`config.mk`:
```
export PLATFORM = sky130hd
export DESIGN_NAME = serv_mtimer
export DESIGN_NICKNAME = d
export VERILOG_FILES = /design/src/rtl/serv_mtimer_pkg.sv /design/src/rtl/serv_mtimer_presc.sv /design/src/rtl/serv_mtimer.sv
export SDC_FILE = /design/constraint.sdc
export NUM_CORES = 1
export LEC_CHECK = 0
export BUFFER_PORTS_ARGS = -buffer_cell sky130_fd_sc_hd__buf_2
export CAP_MARGIN = 5
export CORE_MARGIN = 2
export CORE_UTILIZATION = 30
export DETAILED_ROUTE_END_ITERATION = 7
export PLACE_DENSITY_LB_ADDON = 0.1
export SYNTH_ARGS = -nofsm -noshare
export SYNTH_HDL_FRONTEND = slang
export SYNTH_HIERARCHICAL = 1
export SYNTH_SLANG_ARGS = --single-unit
```
`constraint.sdc`:
```
create_clock -name i_clk -period 5.7 [get_ports i_clk]
set_input_delay 0.855 -clock i_clk [delete_from_list [all_inputs] [get_ports i_clk]]
set_output_delay 0.855 -clock i_clk [all_outputs]
set_load 0.1 [all_outputs]
```
`src/rtl/serv_mtimer_pkg.sv`:
```
// ============================================================================
// Module   : serv_mtimer_pkg
// Purpose  : Shared definitions for the SERV machine timer. Holds the Wishbone
//            word offsets of the four 32-bit timer registers, the default
//            mtimecmp reset value and the byte-lane write merge helper.
// Ports    : none (package)
// Revision : 1.0 - initial release
// ============================================================================
`default_nettype none

package serv_mtimer_pkg;

   // Word offsets seen on i_wb_adr (address bits [3:2])
   typedef enum logic [1:0] {
      MTIMER_ADR_MTIME_LO    = 2'd0,
      MTIMER_ADR_MTIME_HI    = 2'd1,
      MTIMER_ADR_MTIMECMP_LO = 2'd2,
      MTIMER_ADR_MTIMECMP_HI = 2'd3
   } mtimer_adr_e;

   // All-ones compare value keeps the interrupt quiet out of reset
   localparam logic [63:0] MTIMECMP_RST_DEFAULT = 64'hFFFF_FFFF_FFFF_FFFF;

   // Replace only the byte lanes whose select bit is set
   function automatic logic [31:0] wb_byte_merge(
      input logic [31:0] old_word,
      input logic [31:0] wr_data,
      input logic [3:0]  wr_sel
   );
      logic [31:0] merged;
      for (int b = 0; b < 4; b++) begin
         merged[8*b +: 8] = wr_sel[b] ? wr_data[8*b +: 8] : old_word[8*b +: 8];
      end
      return merged;
   endfunction

endpackage

`default_nettype wire

```
`src/rtl/serv_mtimer_presc.sv`:
```
// ============================================================================
// Module   : serv_mtimer_presc
// Purpose  : mtime prescaler. Counts 0..PRESCALE-1 and pulses o_tick in the
//            cycle the count equals PRESCALE-1, then wraps to 0. With
//            PRESCALE=1 no counter exists and o_tick is tied high.
// Ports    : i_clk  - clock, rising edge
//            i_rst  - asynchronous active-high reset (count -> 0)
//            o_tick - mtime increment enable
// Revision : 1.0 - initial release
// ============================================================================
`default_nettype none

module serv_mtimer_presc #(
   parameter int PRESCALE = 1
) (
   input  logic i_clk,
   input  logic i_rst,
   output logic o_tick
);

   generate
      if (PRESCALE <= 1) begin : g_tick_tied
         logic unused_clk_rst;
         assign unused_clk_rst = &{1'b0, i_clk, i_rst};
         assign o_tick         = 1'b1;
      end else begin : g_tick_count
         localparam int            CW       = $clog2(PRESCALE);
         localparam logic [CW-1:0] CNT_LAST = CW'(PRESCALE - 1);

         logic [CW-1:0] cnt_q, cnt_d;
         logic          tick;

         always_comb begin
            tick  = (cnt_q == CNT_LAST);
            cnt_d = tick ? '0 : cnt_q + CW'(1);
         end

         always_ff @(posedge i_clk or posedge i_rst) begin
            if (i_rst) begin
               cnt_q <= '0;
            end else begin
               cnt_q <= cnt_d;
            end
         end

         assign o_tick = tick;
      end
   endgenerate

endmodule

`default_nettype wire

```
`src/rtl/serv_mtimer.sv`:
```
// ============================================================================
// Module   : serv_mtimer
// Purpose  : RISC-V machine timer (mtime / mtimecmp) for the SERV core as a
//            Wishbone slave. o_mtip is a registered unsigned compare
//            mtime >= mtimecmp, so it is glitch-free for serv_csr.i_mtip.
// Ports    : i_clk    - clock, rising edge
//            i_rst    - asynchronous active-high reset
//            i_wb_cyc - bus request (also acts as strobe)
//            i_wb_we  - 1 = write, 0 = read
//            i_wb_adr - word offset: 0 mtime_lo 1 mtime_hi 2 cmp_lo 3 cmp_hi
//            i_wb_dat - write data
//            i_wb_sel - write byte enables
//            o_wb_rdt - read data, valid while o_wb_ack = 1
//            o_wb_ack - single-cycle acknowledge
//            o_mtip   - timer interrupt pending
// Revision : 1.0 - initial release
// ============================================================================
`default_nettype none

module serv_mtimer
   import serv_mtimer_pkg::*;
#(
   parameter int          PRESCALE     = 1,
   parameter logic [63:0] MTIMECMP_RST = MTIMECMP_RST_DEFAULT
) (
   input  logic        i_clk,
   input  logic        i_rst,
   input  logic        i_wb_cyc,
   input  logic        i_wb_we,
   input  logic [1:0]  i_wb_adr,
   input  logic [31:0] i_wb_dat,
   input  logic [3:0]  i_wb_sel,
   output logic [31:0] o_wb_rdt,
   output logic        o_wb_ack,
   output logic        o_mtip
);

   logic        tick;
   logic [63:0] mtime_q, mtime_d;
   logic [63:0] mtimecmp_q, mtimecmp_d;
   logic        ack_q, ack_d;
   logic [31:0] rdt_q, rdt_d;
   logic        mtip_q, mtip_d;
   logic        wr_en;
   logic [31:0] reg_rd;
   logic [31:0] wr_word;
   mtimer_adr_e adr;

   serv_mtimer_presc #(
      .PRESCALE (PRESCALE)
   ) u_presc (
      .i_clk  (i_clk),
      .i_rst  (i_rst),
      .o_tick (tick)
   );

   always_comb begin
      adr = mtimer_adr_e'(i_wb_adr);

      // Ack toggles while cyc is held, so a held cyc during ack is the
      // tail of the same transfer rather than a new request.
      ack_d = i_wb_cyc & ~ack_q;
      wr_en = ack_d & i_wb_we;

      unique case (adr)
         MTIMER_ADR_MTIME_LO:    reg_rd = mtime_q[31:0];
         MTIMER_ADR_MTIME_HI:    reg_rd = mtime_q[63:32];
         MTIMER_ADR_MTIMECMP_LO: reg_rd = mtimecmp_q[31:0];
         MTIMER_ADR_MTIMECMP_HI: reg_rd = mtimecmp_q[63:32];
      endcase

      wr_word = wb_byte_merge(reg_rd, i_wb_dat, i_wb_sel);

      // Read data is the pre-edge value of the addressed register
      rdt_d = ack_d ? reg_rd : rdt_q;

      // A write to either mtime half replaces the whole next value, so the
      // tick (and any lo->hi carry) of that cycle is dropped.
      mtime_d    = tick ? mtime_q + 64'd1 : mtime_q;
      mtimecmp_d = mtimecmp_q;
      if (wr_en) begin
         case (adr)
            MTIMER_ADR_MTIME_LO:    mtime_d    = {mtime_q[63:32], wr_word};
            MTIMER_ADR_MTIME_HI:    mtime_d    = {wr_word, mtime_q[31:0]};
            MTIMER_ADR_MTIMECMP_LO: mtimecmp_d = {mtimecmp_q[63:32], wr_word};
            MTIMER_ADR_MTIMECMP_HI: mtimecmp_d = {wr_word, mtimecmp_q[31:0]};
         endcase
      end

      mtip_d = (mtime_q >= mtimecmp_q);
   end

   always_ff @(posedge i_clk or posedge i_rst) begin
      if (i_rst) begin
         mtime_q    <= '0;
         mtimecmp_q <= MTIMECMP_RST;
         ack_q      <= 1'b0;
         rdt_q      <= '0;
         mtip_q     <= 1'b0;
      end else begin
         mtime_q    <= mtime_d;
         mtimecmp_q <= mtimecmp_d;
         ack_q      <= ack_d;
         rdt_q      <= rdt_d;
         mtip_q     <= mtip_d;
      end
   end

   assign o_wb_rdt = rdt_q;
   assign o_wb_ack = ack_q;
   assign o_mtip   = mtip_q;

endmodule

`default_nettype wire

```
[Yosys cells after proc, flatten, opt, wreduce, memory -nomap -nowiden]
Cells that the tools add are included.
Word-level totals
  register bits after elaboration: 162
  latch bits: 0
  memory bits (writable): 0
  bits in read-only memories: 0
  input port bits: 42
  output and inout bits: 34
  word-level logic and storage cells: 30
  memories: 0
Cells by class
  $add $sub $neg: 1
  multipliers: 0
  divide/modulo/power cells: 0
  magnitude comparators: 1
  equal/unequal tests: 5
  shift-type cells: 0
  mux-type cells: 8
  bitwise gates (word level): 5
  reductions and logical operators: 3
Operators with widths (count)
  case mux 64 bit (2 select lines): 2
  case mux 32 bit (4 select lines): 1
  adder 64 x 1 -> 64 bit (second input constant): 1
  greater-or-equal comparator 64 bit: 1
  2-to-1 mux 64 bit: 1
  2-to-1 mux 8 bit: 4
  AND reduction 3 bit: 2
  equality test 2 bit (second input constant): 2
  != test 2 bit (second input constant): 2
  NOT 1 bit: 3
  AND 1 bit: 2
  equality test 2 x 1 -> 1 bit (second input constant): 1
  logical NOT 2 bit: 1

[Logic depth before layout (Yosys ltp)]
Gate-level depths: netlist of run 1.
  depth in word-level cells: 5
  mapped depth: 9
  mapped depth without buffers: 8

[By module]
Netlist of run 1, hierarchy kept.
By module, submodules not included
  serv_mtimer: instances 1, cells an instance 1022, area each 10044.6 um2, sequential area each 4134.0 um2
  serv_mtimer_presc: instances 1, cells an instance 2, area each 11.3 um2, sequential area each 0.0 um2

[Worst setup path before layout of run 1]
OpenSTA, ideal clock, no wires.
  kind: reg-to-reg
  start point: reg ack_q, in the netlist o_wb_ack
  end point: reg mtime_q[58]
  setup time: 120 ps
  arrival time: 2693 ps
  required time: 5580 ps
  path slack: 2888 ps
  stages on the path, launching flop included: 8
  buffers on the path: 1
  clock period less this slack: 2812 ps
  path through: dfrtp_1 and4bb_1 clkbuf_2 or4_4 nor4_4 nand2_2 or3_1 and3_1
Between the ends
  word-level cells in the longest chain between the ends: 4
  elaborated cells on any way between the ends: 5
  those cells by class: eq/ne (1); mux (1); bitwise (3)
RTL lines
  start: declaration: line serv_mtimer.sv:41  | logic ack_q, ack_d;
  start signal: assignment: line serv_mtimer.sv:103  | ack_q <= ack_d;
  NOT 1 bit *: line serv_mtimer.sv:62  | ack_d = i_wb_cyc & ~ack_q;
  AND 1 bit *: line serv_mtimer.sv:62
  AND 1 bit *: line serv_mtimer.sv:63  | wr_en = ack_d & i_wb_we;
  != test 2 bit (no line) / 2-to-1 mux 64 bit (equally long branches)
  end signal: assignment: line serv_mtimer.sv:101  | mtime_q <= mtime_d;
  end: declaration: line serv_mtimer.sv:39  | logic [63:0] mtime_q, mtime_d;
Mark *: on every way between the ends. The rest lies on a longest branch, timed or not.
A chain may end at the register's enable or synchronous reset.

[Worst setup path after layout of run 1]
  start point: in i_wb_adr[1]
  end point: reg mtime_q[58]
Between the ends
  word-level cells in the longest chain between the ends: 5
  elaborated cells on any way between the ends: 9
  those cells by class: eq/ne (4); mux (4); reduce/logical (1)
RTL lines
  start: declaration: line serv_mtimer.sv:30  | input logic [1:0] i_wb_adr,
  equality test 2 bit, or another cell as far along: line serv_mtimer.sv:65  | unique case (adr)
  case mux 32 bit (4 select lines): line serv_mtimer.sv:65
  2-to-1 mux 8 bit: line serv_mtimer_pkg.sv:32  | merged[8*b +: 8] = wr_sel[b] ? wr_data[8*b +: 8] : old_word[8*b +: 8];
  case mux 64 bit (2 select lines): line serv_mtimer.sv:82  | case (adr)
  2-to-1 mux 64 bit: line serv_mtimer.sv:81  | if (wr_en) begin
Several ways; a longest one is shown, not always the timed one.

==> flow_metrics.env, run 1 <==
export IMPL_ys_flop_type="dfrtp_1"
export IMPL_gp_routability_congestion=0.835
export IMPL_synth_area_leaders="dfrtp_1, dfstp_2, ha_1, mux4_2, a21oi_1"
export IMPL_clock_sinks=162
export IMPL_finalNonFillerCells=1538
export IMPL_dp_cells=1506
export IMPL_hp_class="flop to flop"
export IMPL_synth_top_area_share=0.244
export IMPL_antenna_found_initial=0
export IMPL_hold_path_startpoint="mtimecmp_q[41]$_DFFE_PP1P_"
export IMPL_pwr_density_cell_nw_per_um2=469
export IMPL_start_util=0.302
export IMPL_wl_per_cell_um=20.3
export IMPL_syn_area_um2=10100
export IMPL_synthMuxAreaShare=0.143
export IMPL_dpl_hpwl_um=22800
export IMPL_p_leak_nw=4.92
export IMPL_ir_worst_vdd_v=0.000290
export IMPL_grt_max_degree=76
export IMPL_ios=76
export IMPL_finalPower_w=0.00540
export IMPL_detail_route_first_pass_iterations=5
export IMPL_synthAdderAreaFrac=0.0809
export IMPL_clock_path_buffers=2
export IMPL_die_x_um=187
export IMPL_cp_max_fo=37
export IMPL_skew_ns=0.0132
export IMPL_worstSetupStartpoint="i_wb_adr[1]"
export IMPL_drt_iter0_drc=491
export IMPL_finalHoldViolCount=0
export IMPL_synth_nets=1131
export IMPL_dieHeight_um=187
export IMPL_clkTransAtPathRegs_ns=0.07
export IMPL_grt_overflow_total=0
export IMPL_ys_seq_area_frac=0.411
export IMPL_yosysWarnings=6
export IMPL_antennaDiodeCount=0
export IMPL_required_ns=6.04
export IMPL_antenna_left=0
export IMPL_final_setup_viol_count=0
export IMPL_tightest_slew_ns=1.04
export IMPL_fmax_mhz=287
export IMPL_cts_tree="done"
export IMPL_grt_pass1_wl_um=49200
export IMPL_pwr_share_seq=0.367
export IMPL_synth_xor_area_share=0.000871
export IMPL_worstSetupPathType="input pin to flop"
export IMPL_cts_resized=0
export IMPL_slew_headroom=0.299
export IMPL_area_growth_syn_to_layout_pct=14.6
export IMPL_maxCapViolations=0
export IMPL_synth_seq_cells=162
export IMPL_fin_crit_ns=3.48
export IMPL_final_core_util=0.346
export IMPL_io_buffers=75
export IMPL_track_usage=0.183
export IMPL_postSynth_asyncResetShare=1.00
export IMPL_cts_buffers=17
export IMPL_fill_cells=3420
export IMPL_rsz0062_at_grt="false"
export IMPL_clock_latency_ns=0.45
export IMPL_syn_inst=1024
export IMPL_slew_violations=0
export IMPL_core_area_um2=33300
export IMPL_vias_per_cell=5.29
export IMPL_switching_power_w=0.00239
export IMPL_cts_root_buf="clkbuf_16"
export IMPL_synth_edf_count=0
export IMPL_fin_crit_sh=0.611
export IMPL_drc=0
export IMPL_p_int_w=0.00301
export IMPL_wirelength_um=31100
export IMPL_synthDistinctLibCells=68
export IMPL_start_kind="input pin"
export IMPL_p_clk_frac=0.234
export IMPL_synth_top_family_by_area="simple AND/OR/NAND/NOR gates"
export IMPL_post_cts_setup_buffer_count=0
export IMPL_synth_compound_area_frac=0.150
export IMPL_end_kind="flop"
export IMPL_grt_pass1_vias=7979
export IMPL_avgSynthCellArea_um2=9.82
export IMPL_synth_largest_area_cell="dfrtp_1"
export IMPL_h_tree_depth=4
export IMPL_fin_setup_tns_ns=0
export IMPL_place_area_um2=10900
export IMPL_p_comb_frac=0.399
export IMPL_rows=67
export IMPL_postCtsHoldBufs=0
export IMPL_die_area_um2=35000
export IMPL_status="completed"
export IMPL_drive_gt1_frac=0.245
export IMPL_synth_simple_gate_area_frac=0.162
export IMPL_nets=1184
export IMPL_swShare=0.442
export IMPL_routed_via_count=8142
export IMPL_worstPathArrival_ns=3.82
export IMPL_timing_rr_start="mtimecmp_q[37]$_DFFE_PP1P_"
export IMPL_fin_area_um2=11500
-- worst paths after layout --
| check | endpoint | slack [ns] | cells after the start |
|---|---|---|---|
| worst max-delay path | mtime_q[58]$_DFFE_PP0P_ | 2.22 | 9 |
| worst min register to register | mtimecmp_q[41]$_DFFE_PP1P_ | 0.49 | 2 |
| min in group asynchronous | o_wb_rdt[14]$_DFFE_PP0P_ | 0.53 | 2 |
| worst max register to register | o_mtip$_DFF_PP0_ | 2.77 | 8 |
| worst min-delay path | mtimecmp_q[41]$_DFFE_PP1P_ | 0.49 | 2 |
| max in group asynchronous | mtime_q[63]$_DFFE_PP0P_ | 3.97 | 3 |
-- kinds of logic after synthesis --
group / count (synthesis)
other: 1
adders and majority gates: 65
and+or+nand+nor: 323
xor gates and xnor gates: 1
muxes: 99
AOI/OAI and AO/OA: 240
DFF: 162
buffers and inverters: 133
-- registers in the layout (all words and copies together) (netlist names) --
signal / flops
o_wb_ack: 1
mtime_q: 64
o_mtip: 1
mtimecmp_q: 64
o_wb_rdt: 32
-- final cells by class --
cell class	instances	area, um2	area share
multi-input cells	729	5410	0.469
flip-flops and latches	162	4130	0.359
well taps	448	561	0.0487
repair buffers	91	495	0.0430
clock buffers	21	480	0.0417
inverters	76	290	0.0252
clock inverters	11	151	0.0131
-- critical path, stage by stage --
cell and delay (ns):
buf_2 0.09, buf_4 0.57, and4bb_1 0.43, buf_4 0.27, or4_4 0.53, nor4_4 0.39
nand2_2 0.14, or3_1 0.36, and3_1 0.18
-- synthesized netlist by cell type, drive strengths merged, types with 6 or more instances --
library cell	number
a211oi	9
a21oi	83
a221oi	8
and3	16
and4	12
buf	17
clkbuf	40
dfrtp	98
dfstp	64
ha	65
inv	76
mux2	35
mux2i	32
mux4	32
nand2	93
nand3	49
nand4	34
nor2	66
nor3	14
nor4	12
o211ai	14
o21ai	62
o221ai	15
or3	6
-- placed cells by master, fill, tap and decap left out, types with 48 or more instances in the layout --
master,n
dfrtp_1,98
nand3_1,48
dfstp_2,64
nor2_1,65
a21oi_1,83
nand2_1,91
inv_1,75
buf_2,75
ha_1,65
o21ai_0,62
-- power by group through the flow --
stage	Sequential, W	Combinational, W	Clock, W
4_1_cts	0.00199	0.00218	0.00129
3_5_place_dp	0.00200	0.00217	0
2_1_floorplan	0.00257	0.00102	0
3_3_place_gp	0.00200	0.00216	0
5_1_grt	0.00205	0.00238	0.00135
6_report	0.00198	0.00216	0.00126
-- per-stage QoR --
step	hold WS [ns]	worst slack (ns)
floorplan	0.462	0.574
global placement	0.477	1.74
detailed placement	0.485	1.71
CTS	0.495	2.18
global route	0.509	2.04
finish	0.491	2.22
-- per-layer routing --
metal,track usage,part of all wire
met2,0.287,0.46
met3,0.0263,0.032
met1,0.265,0.50
met5,0,0
met4,0.0485,0.014
(Power assumes the default switching activity.)
==> run 2: changes to the inputs <==
==> constraint.sdc (replaced) <==
create_clock -name i_clk -period 3.53 [get_ports i_clk]
set_input_delay 0.5295 -clock i_clk [delete_from_list [all_inputs] [get_ports i_clk]]
set_output_delay 0.5295 -clock i_clk [all_outputs]
set_load 0.1 [all_outputs]
==> run 2 against run 1 <==
  * Via count increased by 0.88%
  * Sequential cell count stayed put
  * Final area is 0.62% higher
  * Sequential share of layout area decreased by 0.22 points
  * Critical path type is now flop to flop
  * Largest power group unchanged
==> flow_metrics.env, run 2 (synthesis results as in run 1) <==
export IMPL_fin_crit_ns=2.69
export IMPL_area_growth_syn_to_layout_pct=15.3
export IMPL_final_common_cell="dfrtp_1"
export IMPL_cp_max_fo=8
export IMPL_antenna_found_initial=1
export IMPL_die_x_um=187
export IMPL_start_util=0.302
export IMPL_fin_ws_ns=0.840
export IMPL_rsz0062_at_grt="false"
export IMPL_io_buffers=75
export IMPL_skew_ns=0.0121
export IMPL_cts_tree="done"
export IMPL_met1_usage=0.273
export IMPL_grt_pass1_wl_um=50600
export IMPL_fin_setup_tns_ns=0
export IMPL_met2_usage=0.294
export IMPL_slew_violations=0
export IMPL_grt_max_degree=79
export IMPL_worstPathArrival_ns=3.03
export IMPL_antenna_left=0
export IMPL_slew_headroom=0.472
export IMPL_hp_class="input pin to async pin"
export IMPL_drc=0
export IMPL_nets=1198
export IMPL_status="completed"
export IMPL_detail_route_first_pass_iterations=5
export IMPL_drt_iter0_drc=539
export IMPL_grt_pass1_vias=8099
export IMPL_fin_crit_sh=0.762
export IMPL_end_kind="flop"
export IMPL_p_leak_nw=4.98
export IMPL_ir_worst_vdd_v=0.000355
export IMPL_clock_latency_ns=0.45
export IMPL_post_cts_setup_buffer_count=0
export IMPL_cts_buffers=17
export IMPL_core_area_um2=33300
export IMPL_postCtsHoldBufs=0
export IMPL_required_ns=3.87
export IMPL_clock_sinks=162
export IMPL_worstSetupPathType="flop to flop"
export IMPL_track_usage=0.190
export IMPL_tightest_slew_ns=0.784
export IMPL_start_kind="flop"
export IMPL_cts_root_buf="clkbuf_16"
export IMPL_final_setup_viol_count=0
export IMPL_cts_resized=0
export IMPL_drive_gt1_frac=0.252
export IMPL_finalHoldViolCount=0
export IMPL_wl_per_cell_um=20.7
export IMPL_use_met3=0.0283
export IMPL_clkTransAtPathRegs_ns=0.07
export IMPL_place_ws_ns=0.794
export IMPL_die_area_um2=35000
export IMPL_fmax_mhz=372
export IMPL_h_tree_depth=4
export IMPL_rows=67
export IMPL_finalPower_w=0.00868
export IMPL_grt_busiest_layer="met2"
export IMPL_gp_routability_congestion=0.822
export IMPL_pwr_density_cell_nw_per_um2=749
export IMPL_mostFrequentLayoutCells="dfrtp_1, nand2_1, a21oi_1"
export IMPL_ios=76
export IMPL_dpl_hpwl_um=23700
export IMPL_grt_overflow_total=0
export IMPL_maxCapViolations=0
export IMPL_wirelength_um=32100
export IMPL_clock_path_buffers=2
export IMPL_dieHeight_um=187
export IMPL_routed_via_count=8214
export IMPL_vias_per_cell=5.29
run 2: cell count changes in the layout (fill, tap and decap cells not counted):
| cell | change |
|---|---|
| inv_6 | -2 |
| clkbuf_8 | -3 |
| clkinv_4 | -2 |
| diode_2 | +1 |
| clkbuf_1 | +2 |
| buf_4 | +13 |
| buf_12 | +1 |
| clkinv_2 | +4 |
run 2: metrics by stage:
step,hold WS (ns),instances,utilization,area (um2)
floorplan,0.462,1024,-,10100
global placement,0.473,1520,0.331,11000
detailed placement,0.482,1520,0.331,11000
CTS,0.179,1551,0.348,11600
global route,0.207,1551,0.348,11600
finish,0.169,1552,0.348,11600
run 2: where the power goes:
part	switching (W)	internal, W	leakage, nW
Combinational	0.00241	0.00112	2.85
Clock	0.000828	0.00112	0.281
Sequential	0.000629	0.00257	1.84
Total	0.00387	0.00482	4.98
run 2: critical path: stages, from the launching register on:
cell     delay [ns]
dfrtp_1        0.43
ha_1           0.21
nand3_1        0.30
or4_4          0.60
nor4_4         0.36
nand2_2        0.14
or3_1          0.35
and3_1         0.18
run 2: per-layer routing:
metal	wire (um)	up-vias
met5	0	-
met2	14600	129
met1	16000	4090
met3	884	33
met4	597	0
li1	-	3962
run 2: worst paths after layout:
path                                       startpoint                    endpoint  slack (ns)  cells past startpoint
max in group asynchronous                       i_rst   mtimecmp_q[7]$_DFFE_PP1P_        2.47                      3
setup / recovery               mtime_q[1]$_DFFE_PP0P_     mtime_q[58]$_DFFE_PP0P_        0.84                      7
min in group i_clk                        i_wb_dat[5]   mtimecmp_q[5]$_DFFE_PP1P_        0.48                      3
hold / removal                                  i_rst    o_wb_rdt[18]$_DFFE_PP0P_        0.17                      2
setup reg to reg               mtime_q[1]$_DFFE_PP0P_     mtime_q[58]$_DFFE_PP0P_        0.84                      7
hold reg to reg            mtimecmp_q[40]$_DFFE_PP1P_  mtimecmp_q[40]$_DFFE_PP1P_        0.49                      2
run 2: layout make-up:
cell class	count	area [um2]
Tap cell	448	561
Antenna cell	1	2.50
Clock buffer	20	447
Sequential cell	162	4130
Fill cell	3472	21700
Clock inverter	11	138
Timing Repair Buffer	105	613
Multi-Input combinational cell	729	5410
Inverter	76	289
